$ cat src/rtl/accumulation_buffer_ctrl_pkg.sv
// accumulation_buffer_ctrl_pkg: FSM state encodings and RMW latency shared by the accumulation buffer sequencer
package accumulation_buffer_ctrl_pkg;
    typedef enum logic [1:0] {IDLE, ACCUM, WAIT_SWITCH} acc_state_t;
    typedef enum logic {WB_IDLE, WB_DRAIN} wb_state_t;
    localparam int ACC_RMW_LATENCY = 1;
endpackage

$ cat src/rtl/accumulation_buffer_wb_drain.sv
// accumulation_buffer_wb_drain: streams one tile out of the writeback bank to a valid/ready consumer
module accumulation_buffer_wb_drain
    import accumulation_buffer_ctrl_pkg::*;
#(
    parameter int BANK_ADDR_WIDTH = 9
) (
    input  logic                       clk,
    input  logic                       rst_n,
    input  logic                       start,
    input  logic [BANK_ADDR_WIDTH-1:0] ofmap_size,
    input  logic                       wb_ready,
    output logic                       ren_wb,
    output logic [BANK_ADDR_WIDTH-1:0] radr_wb,
    output logic                       wb_valid,
    output logic                       wb_done
);
    wb_state_t                  state;
    logic [BANK_ADDR_WIDTH-1:0] wb_adr;
    logic                       issued;
    logic                       last_hs;
    // a new read is only issued when the output slot is empty or being emptied this cycle
    assign ren_wb  = state == WB_DRAIN && !issued && (!wb_valid || wb_ready);
    assign radr_wb = ren_wb ? wb_adr : '0;
    assign last_hs = state == WB_DRAIN && issued && wb_valid && wb_ready;
    always_ff @(posedge clk or negedge rst_n) begin
        if (!rst_n) begin
            state    <= WB_IDLE;
            wb_adr   <= '0;
            issued   <= 1'b0;
            wb_valid <= 1'b0;
            wb_done  <= 1'b1;
        end else if (start) begin
            state    <= WB_DRAIN;
            wb_adr   <= '0;
            issued   <= 1'b0;
            wb_valid <= 1'b0;
            wb_done  <= 1'b0;
        end else begin
            if (ren_wb) begin
                wb_adr <= wb_adr + 1'b1;
                issued <= wb_adr == ofmap_size - 1'b1;
            end
            wb_valid <= ren_wb || (wb_valid && !wb_ready);
            if (last_hs) begin
                state   <= WB_IDLE;
                wb_done <= 1'b1;
            end
        end
    end
endmodule

$ cat src/rtl/accumulation_buffer_ctrl.sv
// accumulation_buffer_ctrl: RMW address sequencer, writeback drain and bank switch for the double-banked accumulation buffer
// Optional stall counters are enabled with ACCUM_BUF_CTRL_PERF_EN.
module accumulation_buffer_ctrl
    import accumulation_buffer_ctrl_pkg::*;
#(
    parameter int BANK_ADDR_WIDTH = 9,
    parameter int COUNT_WIDTH     = 16
) (
    input  logic                       clk,
    input  logic                       rst_n,
    input  logic                       config_en,
    input  logic [BANK_ADDR_WIDTH-1:0] config_ofmap_size,
    input  logic [COUNT_WIDTH-1:0]     config_num_passes,
    input  logic                       acc_valid,
    output logic                       acc_ready,
    output logic                       acc_first,
    output logic                       ren,
    output logic [BANK_ADDR_WIDTH-1:0] radr,
    output logic                       wen,
    output logic [BANK_ADDR_WIDTH-1:0] wadr,
    output logic                       ren_wb,
    output logic [BANK_ADDR_WIDTH-1:0] radr_wb,
    output logic                       wb_valid,
    input  logic                       wb_ready,
    output logic                       switch_banks,
    output logic                       tile_done
`ifdef ACCUM_BUF_CTRL_PERF_EN
    ,
    output logic [31:0]                stall_switch_cycles,
    output logic [31:0]                stall_wb_cycles
`endif
);
    acc_state_t                 state;
    logic [BANK_ADDR_WIDTH-1:0] n_cfg, adr;
    logic [COUNT_WIDTH-1:0]     p_cfg, pass;
    logic                       beat, last_word, wb_done;
    assign acc_ready    = state == ACCUM;
    assign beat         = acc_valid && acc_ready;
    assign ren          = beat;
    assign radr         = beat ? adr : '0;
    assign last_word    = adr == n_cfg - 1'b1;
    assign switch_banks = state == WAIT_SWITCH && wb_done;
    assign tile_done    = switch_banks;
    // the write stage trails the read by one register, giving the fixed RMW latency
    always_ff @(posedge clk or negedge rst_n) begin
        if (!rst_n) begin
            state     <= IDLE;
            n_cfg     <= '0;
            p_cfg     <= '0;
            adr       <= '0;
            pass      <= '0;
            wen       <= 1'b0;
            wadr      <= '0;
            acc_first <= 1'b0;
        end else begin
            wen       <= beat;
            acc_first <= beat && pass == '0;
            if (beat) wadr <= adr;
            case (state)
                IDLE: if (config_en) begin
                    n_cfg <= config_ofmap_size;
                    p_cfg <= config_num_passes;
                    state <= ACCUM;
                end
                ACCUM: if (beat) begin
                    adr  <= last_word ? '0 : adr + 1'b1;
                    pass <= last_word ? pass + 1'b1 : pass;
                    if (last_word && pass == p_cfg - 1'b1) state <= WAIT_SWITCH;
                end
                WAIT_SWITCH: if (wb_done) begin
                    adr   <= '0;
                    pass  <= '0;
                    state <= ACCUM;
                end
                default: state <= IDLE;
            endcase
        end
    end
    accumulation_buffer_wb_drain #(.BANK_ADDR_WIDTH(BANK_ADDR_WIDTH)) u_wb_drain (
        .clk       (clk),
        .rst_n     (rst_n),
        .start     (switch_banks),
        .ofmap_size(n_cfg),
        .wb_ready  (wb_ready),
        .ren_wb    (ren_wb),
        .radr_wb   (radr_wb),
        .wb_valid  (wb_valid),
        .wb_done   (wb_done)
    );
`ifdef ACCUM_BUF_CTRL_PERF_EN
    always_ff @(posedge clk or negedge rst_n) begin
        if (!rst_n) begin
            stall_switch_cycles <= '0;
            stall_wb_cycles     <= '0;
        end else begin
            if (state == WAIT_SWITCH && !wb_done && !(&stall_switch_cycles))
                stall_switch_cycles <= stall_switch_cycles + 1'b1;
            if (wb_valid && !wb_ready && !(&stall_wb_cycles))
                stall_wb_cycles <= stall_wb_cycles + 1'b1;
        end
    end
`endif
endmodule

$ cat config.mk
export PLATFORM = sky130hd
export DESIGN_NAME = accumulation_buffer_ctrl
export DESIGN_NICKNAME = d
export VERILOG_FILES = /design/src/rtl/accumulation_buffer_ctrl_pkg.sv /design/src/rtl/accumulation_buffer_wb_drain.sv /design/src/rtl/accumulation_buffer_ctrl.sv
export SDC_FILE = /design/constraint.sdc
export NUM_CORES = 1
export LEC_CHECK = 0
export CAP_MARGIN = 20
export CORE_UTILIZATION = 40
export CTS_CLUSTER_SIZE = 20
export DETAILED_ROUTE_END_ITERATION = 6
export DONT_BUFFER_PORTS = 1
export SLEW_MARGIN = 20
export SYNTH_ARGS = -nofsm -noshare
export SYNTH_HDL_FRONTEND = slang
export SYNTH_HIERARCHICAL = 1
export SYNTH_SLANG_ARGS = --single-unit
$ cat constraint.sdc
create_clock -name clk -period 5.69 [get_ports clk]
set_clock_uncertainty 0.1 [all_clocks]
set_input_delay 1.138 -clock clk [delete_from_list [all_inputs] [get_ports clk]]
set_output_delay 1.138 -clock clk [all_outputs]
set_load 0.02 [all_outputs]
======== Yosys cells after proc, flatten, opt, wreduce, memory -nomap -nowiden ========
Cells that the tools add are included.
storage, ports and cells
  bits in registers ....................... 76
  input bits .............................. 30
cells by class
  add/sub/neg operators ................... 5
  equal/unequal tests ..................... 10
  reductions and logical operators ........ 24
  muxes and demuxes ....................... 24
operator list
  operator                 count
  $mux W9                  7
  $mux W16                 3
  $pmux W16 S2             1
  $add A9 B1 Y9 const B    2
  $eq A9 B9 Y1             2
  $pmux W9 S2              1
  $add A16 B1 Y16 const B  1
  $eq A16 B16 Y1           1
  $logic_not A16 Y1        1
  $sub A16 B1 Y16 const B  1
  $logic_and A1 B1 Y1      10
  $sub A9 B1 Y9 const B    1
  $mux W2                  4
  $ne A2 B1 Y1 const B     4
  $reduce_and A4 Y1        2
  $mux W1                  7
  $pmux W2 S3              1
  $reduce_bool A2 Y1       3
  $logic_not A1 Y1         3
  $reduce_and A3 Y1        1
  $eq A2 B1 Y1 const B     1
  $eq A2 B2 Y1 const B     1
  $logic_not A2 Y1         1
  $logic_or A1 B1 Y1       2
  2 further kinds          2

======== Logic depth before layout (Yosys ltp) ========
Gate-level depths: netlist (run 1).
  depth in word-level cells ............... 6
  depth in mapped cells ................... 10
  gate-level depth less buffers ........... 9

======== Cells and area by module ========
The synthesis (run 1) kept the hierarchy.
by module, submodules not included
  module                        area an instance (um^2)  instances  cells each
  accumulation_buffer_ctrl      3706.1                   1          391
  accumulation_buffer_wb_drain  940.9                    1          102

======== Worst setup path after synthesis (run 1) ========
OpenSTA, ideal clock, no wires.
  path kind ............................... input-to-output
  start ................................... input acc_valid
  end ..................................... output radr[6]
  stages .................................. 4
  arrival time ............................ 2.194 ns
  slack ................................... 2.258 ns
  path through ............................ nand3_1 inv_1 buf_1 and2_1
on the way
  word-level cells in the longest chain between the ends .. 2
ends and longest elaborated chain
  element              line                            source
  start, declared      accumulation_buffer_ctrl.sv:14  input logic acc_valid,
  $logic_and A1 B1 Y1  accumulation_buffer_ctrl.sv:38  assign beat = acc_valid && acc_ready;
  via ren              accumulation_buffer_ctrl.sv:17  output logic ren,
  $mux W9              accumulation_buffer_ctrl.sv:40  assign radr = beat ? adr : '0;
  end, declared        accumulation_buffer_ctrl.sv:18  output logic [BANK_ADDR_WIDTH-1:0] radr,
The timed path passes the listed nets, and every way through them passes these cells.

======== Final worst setup path (run 1) ========
  start ................................... register n_cfg[0]
  end ..................................... register pass[7]
on the way
  word-level cells in the longest chain between the ends .. 4
ends and longest elaborated chain
  element                      line                            source
  start, declared              accumulation_buffer_ctrl.sv:34  logic [BANK_ADDR_WIDTH-1:0] n_cfg, adr;
  start signal, assigned       accumulation_buffer_ctrl.sv:61  n_cfg <= config_ofmap_size;
  $sub A9 B1 Y9                accumulation_buffer_ctrl.sv:41  assign last_word = adr == n_cfg - 1'b1;
  $eq A9 B9 Y1                 accumulation_buffer_ctrl.sv:41
  $ne A2 B1 Y1 (no line)       --
  $reduce_and A4 Y1 (no line)  --
  end signal, assigned         accumulation_buffer_ctrl.sv:67  pass <= last_word ? pass + 1'b1 : pass;
  end, declared                accumulation_buffer_ctrl.sv:35  logic [COUNT_WIDTH-1:0] p_cfg, pass;
No other way between the ends.
A chain may end at the register's enable or synchronous reset.

==> impl_metrics.csv, run 1 <==
group,metric,value,unit
placement,port_buffers,0,
placement,routabilityCongestion,0.831,
global_route,antenna_found_initial,0,
logic_synthesis,synthTopCellsByArea,"dfrtp_1 (40%), xnor2_1 (5.5%), mux2_2 (4.6%), xor2_1 (3.0%), and3_1 (3.0%)",
logic_synthesis,syn_nets,530,
logic_synthesis,async_reset_ff_share,100,%
sta,drv_slew,0,
route,postRouteAntennaNets,0,
global_route,grt_pass1_vias,3482,
cts,postCtsResizedCells,0,
logic_synthesis,syn-cell-area,4650,um^2
power,p_total,1.47,mW
power,leakage,2.10,nW
route,drt-total-wl,10700,um
sta,rsz0062_at_grt,"no",
finish,fin_util,45.1,%
route,drt_iter0_drc,148,
sta,period_share,65.3,%
cts,cts_tree,"yes",
cts,hold_buffers,0,
route,firstDrtPassIters,4,
setup_path,cp.required,5.86,ns
cts,cts_sinks,76,
run_status,status,"complete, no violations",
logic_synthesis,yosysUniqueCellTypes,67,
logic_synthesis,netlist.area_leader.share,40.4,%
placement,place_hpwl,7560,um
cts,numCtsBuffers,9,
setup_path,cp-endpoint,"pass[7]$_DFFE_PN0P_",
setup_path,crit_type,"register to register",
finish,diodes,0,
finish,drive_gt1_share,10.3,%
setup_path,r2r-end,"pass[7]$_DFFE_PN0P_",
setup_path,ff2ff_path_depth,9,
cts,htree_levels,3,
setup_path,crit_arrival,3.89,ns
global_route,grt_pass1_wl,17600,um
logic_synthesis,netlist_instances,493,
die,die_w,110,um
route,drt-vias-per-instance,5.81,
placement,dp_slack,2.02,ns
cts,cts-root-buf,"clkbuf_16",
setup_path,critPathMaxFanout,15,
power,powerDensity,294,nW/um^2
sta,setup_viol,0,
die,start_util,41.9,%
cts,worstSkewPairLatency,0.35,ns
die,die_area,12100,um^2
setup_path,r2r_setup_slack,1.98,ns
die,rows,38,
finish,fin_area,4990,um^2
logic_synthesis,synth_top_cell_by_area,"dfrtp_1",
route,wl_per_cell,17.1,um
sta,period_needed,3.71,ns
global_route,grt_usage,19.4,%
global_route,grt_max_degree,77,
finish,areaGrowthSynthToFinish,7.46,%
sta,worst_slack,1.98,ns
logic_synthesis,ys_seq_area_share,41.0,%
sta,fmax,269,MHz
setup_path,crit_start,"n_cfg[0]$_DFFE_PN0P_",
cts,cts_setup_buffers,0,
sta,setup_tns,0,ns
logic_synthesis,synth_edf_count,0,
logic_synthesis,synth_ff_type,"dfrtp_1",
logic_synthesis,ys_warn_count,6,
global_route,overflow,0,
die,ioPinCount,65,
sta,hold_violations,0,
sta,relSlewSlack,54.5,%
route,drc_errors,0,
cts,path_clk_slew,0.06,ns
die,die_h,110,um
hold_path,hp-class,"input port to async pin",
run,cap_violations,0,
route,via_count,3633,
setup_path,critPathLaunchType,"register",
setup_path,endpoint_kind,"register",
power,worst_ir_drop_vdd,0.206,mV
sta,tightest_slew,0.681,ns
finish,fin_nets,517,
logic_synthesis,yosys_register_bits,76,
setup_path,r2r-start,"n_cfg[0]$_DFFE_PN0P_",
cts,cts_buffer_depth,2,
logic_synthesis,avgSynthCellArea,9.43,um^2
die,core_area,11100,um^2
placement,place_area,4730,um^2
[critical path, cell delays in order (launching register included)]
cell	delay [ns]
dfrtp_1	0.48
inv_1	0.13
ha_1	0.20
nor3b_1	0.59
o2111ai_1	0.23
a31o_1	0.28
a2111oi_4	0.38
nand3_1	0.45
or4_1	0.64
a21oi_1	0.15
[state kept, by name, indices dropped and copies added, names as in the netlist, 2 cells and up]
signal / flops
u_wb_drain/wb_adr: 9
state: 2
adr: 9
n_cfg: 9
pass: 16
wadr: 9
p_cfg: 16
[metal layers]
| metal | track usage [%] | share of wire (%) | vias up |
|---|---|---|---|
| met5 | 0 | 0 | - |
| met4 | 6.29 | 1.5 | 0 |
| met3 | 5.16 | 4.4 | 13 |
| met2 | 32.2 | 49 | 71 |
| met1 | 24.3 | 45 | 1796 |
| li1 | - | - | 1753 |
[report_power, final]
group / switching, mW / total, mW / internal [mW]
logic: 0.120 / 0.244 / 0.124
registers: 0.103 / 0.697 / 0.594
clock network: 0.220 / 0.526 / 0.306
[cell type report]
cell class,instances,area (um^2)
Clock inverter,2,10.0
Tap cell,140,175
Sequential cell,76,1900
Multi-Input combinational cell,371,2550
Inverter,18,67.6
Fill cell,1089,6080
Clock buffer,14,254
Timing Repair Buffer,4,30.0
[through the flow]
step                cells  hold WS [ns]
floorplan             493         0.373
global placement      609         0.386
detailed placement    609         0.398
CTS                   625         0.378
global route          625         0.373
finish                625         0.388
[worst min-delay path by stage]
stage,cells after the start,end,startpoint
finish,0,pass[7]$_DFFE_PN0P_,rst_n
global route,0,acc_first$_DFF_PN0_,rst_n
CTS,0,pass[10]$_DFFE_PN0P_,rst_n
detailed placement,1,u_wb_drain/state$_DFFE_PN0P_,u_wb_drain/state$_DFFE_PN0P_
global placement,1,u_wb_drain/state$_DFFE_PN0P_,u_wb_drain/state$_DFFE_PN0P_
floorplan,1,u_wb_drain/state$_DFFE_PN0P_,u_wb_drain/state$_DFFE_PN0P_
[synthesized netlist by cell type (all sizes together) (2+ instances only)]
cell / count
o21ai: 25
nand3b: 3
nand2b: 9
a21o: 11
ha: 7
nor4: 9
nand4b: 3
a31oi: 11
a21oi: 18
dfrtp: 75
o2111ai: 2
nor2b: 6
clkbuf: 17
nor3b: 2
nor4b: 7
o41ai: 2
nand2: 36
o31ai: 4
or4: 8
xor2: 16
nand3: 22
mux2: 19
o22ai: 2
nand4: 7
and2: 9
o211ai: 3
xnor2: 29
a2111oi: 3
nor3: 12
buf: 11
and3: 22
or2: 4
mux2i: 6
a31o: 2
nor2: 27
or3: 9
inv: 18
o21a: 3
[placed cells by master, fill, tap and decap left out, drive strengths merged, types with 4 or more instances in the layout]
cell / synthesis / layout
mux2i: 6 / 6
o31ai: 4 / 4
nand2b: 9 / 9
nor3: 12 / 12
nand2: 36 / 36
nor4: 9 / 9
inv: 18 / 18
nand3: 22 / 22
ha: 7 / 7
and2: 9 / 9
nor4b: 7 / 7
o21ai: 25 / 25
a21oi: 18 / 18
a21o: 11 / 11
buf: 11 / 4
or3: 9 / 9
mux2: 19 / 19
a31oi: 11 / 11
xor2: 16 / 16
nand4: 7 / 7
or4: 8 / 8
or2: 4 / 4
clkbuf: 17 / 14
dfrtp: 75 / 75
nor2: 27 / 27
nor2b: 6 / 6
and3: 22 / 22
xnor2: 29 / 29
[logic make-up (layout without fill, tap and decap cells)]
| family | after synthesis | in the layout | synth area share [%] |
|---|---|---|---|
| AO/OA/AOI/OAI | 95 | 95 | 13.8 |
| XOR/XNOR | 45 | 45 | 8.48 |
| adder cells (fa/ha/maj) | 7 | 7 | 1.88 |
| buffers and inverters | 46 | 38 | 4.20 |
| flip-flops | 76 | 76 | 41.0 |
| multiplexers | 25 | 25 | 5.90 |
| AND/OR/NAND/NOR | 199 | 199 | 24.8 |
Note: power is estimated with default switching activity, not from simulation.
==> run 2, diff against run 1 <==
==> constraint.sdc (replaced) <==
create_clock -name clk -period 2.99 [get_ports clk]
set_clock_uncertainty 0.1 [all_clocks]
set_input_delay 0.598 -clock clk [delete_from_list [all_inputs] [get_ports clk]]
set_output_delay 0.598 -clock clk [all_outputs]
set_load 0.02 [all_outputs]
==> run 2 against run 1 <==
  * Via count grew 4.9%
  * Critical path depth grew 1
  * Sequential share of layout area shrank 2.6 points
  * Design area grew 7.3%
  * Hold slack lost 0.35 ns
  * First-iteration DRC count grew 59%
  * Die area is the same
  * Sequential power grew 85%
  * Largest power group unchanged
==> impl_metrics.csv, run 2 (synthesized netlist as in run 1, its figures left out) <==
group,metric,value,unit
power,p_total,2.85,mW
cts,path_clk_slew,0.06,ns
sta,period_needed,2.86,ns
placement,port_buffers,0,
finish,final_common_cell,"dfrtp_1",
power,powerDensity,533,nW/um^2
finish,reg_top3,"p_cfg: 16 flops, pass: 16 flops",
run,cap_violations,0,
setup_path,critPathMaxFanout,7,
setup_path,cp.required,3.16,ns
power,worst_ir_drop_vdd,0.431,mV
cts,cts-root-buf,"clkbuf_16",
die,core_area,11100,um^2
setup_path,crit_type,"register to register",
global_route,grt_pass1_wl,18700,um
power,pwr-share-clk,33.1,%
global_route,grt_usage,20.5,%
global_route,antenna_found_initial,0,
setup_path,critPathLaunchType,"register",
cts,cts_tree,"yes",
cts,numCtsBuffers,9,
cts,cts_buffer_depth,2,
sta,drv_slew,0,
cts,htree_levels,3,
route,firstDrtPassIters,4,
finish,final_cell_mix,"dfrtp_1 (75), nand2_1 (35), buf_4 (30)",
sta,fmax,349,MHz
finish,fin_nets,549,
finish,final_cells,654,
cts,worstSkewPairLatency,0.34,ns
cts,cts_sinks,76,
route,drt-total-wl,11500,um
power,p_switching,877,uW
route,drt_iter0_drc,235,
power,swShare,30.7,%
power,p_int,1.98,mW
setup_path,crit_arrival,3.04,ns
die,die_area,12100,um^2
run_status,status,"complete, no violations",
sta,setup_viol,0,
power,power.share.sequential,45.3,%
finish,diodes,0,
finish,seq_area,1900,um^2
route,wl_per_cell,17.6,um
power,p_comb_share,21.6,%
setup_path,endpoint_kind,"register",
die,ioPinCount,65,
finish,drive_gt1_share,18.3,%
finish,fin_util,48.4,%
placement,place_hpwl,7990,um
die,die_h,110,um
finish,fill_cells,1056,
sta,hold_violations,0,
sta,relSlewSlack,60.7,%
finish,areaGrowthSynthToFinish,15.3,%
global_route,grt_pass1_vias,3638,
placement,dp.cells,636,
global_route,overflow,0,
die,die_w,110,um
power,leakage,2.28,nW
die,rows,38,
hold_path,hp-class,"input port to async pin",
sta,tightest_slew,0.588,ns
route,drc_errors,0,
sta,period_share,95.8,%
route,drt-vias-per-instance,5.83,
route,via_count,3810,
global_route,grt_max_degree,76,
finish,multiInputGateArea,2650,um^2
placement,routabilityCongestion,0.886,
die,start_util,41.9,%
route,postRouteAntennaNets,0,
-- run 2: stage by stage --
| stage | hold slack (ns) | TNS [ns] | cell area, um^2 | worst slack [ns] |
|---|---|---|---|---|
| 2_1_floorplan | 0.202 | 0 | 4650 | 0.00542 |
| 3_3_place_gp | 0.207 | 0 | 4930 | 0.117 |
| 3_5_place_dp | 0.206 | -0.0767 | 4930 | -0.0251 |
| 4_1_cts | 0.0617 | 0 | 5220 | 0.0598 |
| 5_1_grt | 0.0768 | -0.00256 | 5360 | -0.00162 |
| 6_report | 0.0395 | 0 | 5360 | 0.125 |
-- run 2: worst paths after layout --
kind	startpoint	end	slack, ns	depth (start not counted)
worst max-delay path	n_cfg[1]$_DFFE_PN0P_	pass[11]$_DFFE_PN0P_	0.13	10
worst min-delay path	rst_n	p_cfg[14]$_DFFE_PN0P_	0.04	1
worst max register to register	n_cfg[1]$_DFFE_PN0P_	pass[11]$_DFFE_PN0P_	0.13	10
worst min register to register	u_wb_drain/state$_DFFE_PN0P_	u_wb_drain/state$_DFFE_PN0P_	0.40	1
max in group asynchronous	rst_n	u_wb_drain/wb_done$_DFFE_PN1P_	2.12	1
min in group clk	config_ofmap_size[4]	n_cfg[4]$_DFFE_PN0P_	0.28	2
-- run 2: timing repair --
action | in CTS | in global routing
buffers inserted | 0 | 3
gates resized for setup | 1 | 23
hold endpoints to repair | 75 | 0
hold buffers | 2 | 0
pin swaps | 0 | 7
endpoints found under the setup margin | 8 | 13
-- run 2: power groups by stage --
stage	sequential, mW	combinational, mW	clock [mW]
after floorplan	1.28	0.423	0
after CTS	1.29	0.595	0.976
after global routing	1.32	0.687	1.00
final	1.29	0.617	0.944
after global placement	1.31	0.546	0
after detailed placement	1.31	0.563	0
-- run 2: final cells by class --
cell class                 instances  area share (%)
clock buffer                      13            4.48
inverter                          18            1.26
multi-input combinational        371            49.5
sequential                        76            35.5
tap                              140            3.27
timing repair buffer              36            5.98
-- run 2: layer usage --
layer  up-vias  global-route usage (%)  part of all wire (%)
li1       1825                       -                     -
met1      1877                    25.7                    44
met2        94                    33.1                    49
met3        14                    6.76                   5.4
met4         0                    6.76                   1.5
met5         -                       0                     0
-- run 2: worst max-delay path, cell delays in order (launching register included) --
cell,delay (ns)
dfrtp_1,0.39
inv_1,0.12
ha_4,0.15
nor3b_4,0.23
o2111ai_2,0.15
a31o_1,0.26
a2111oi_4,0.39
buf_4,0.18
nand3_4,0.11
or4_4,0.55
a21oi_1,0.15
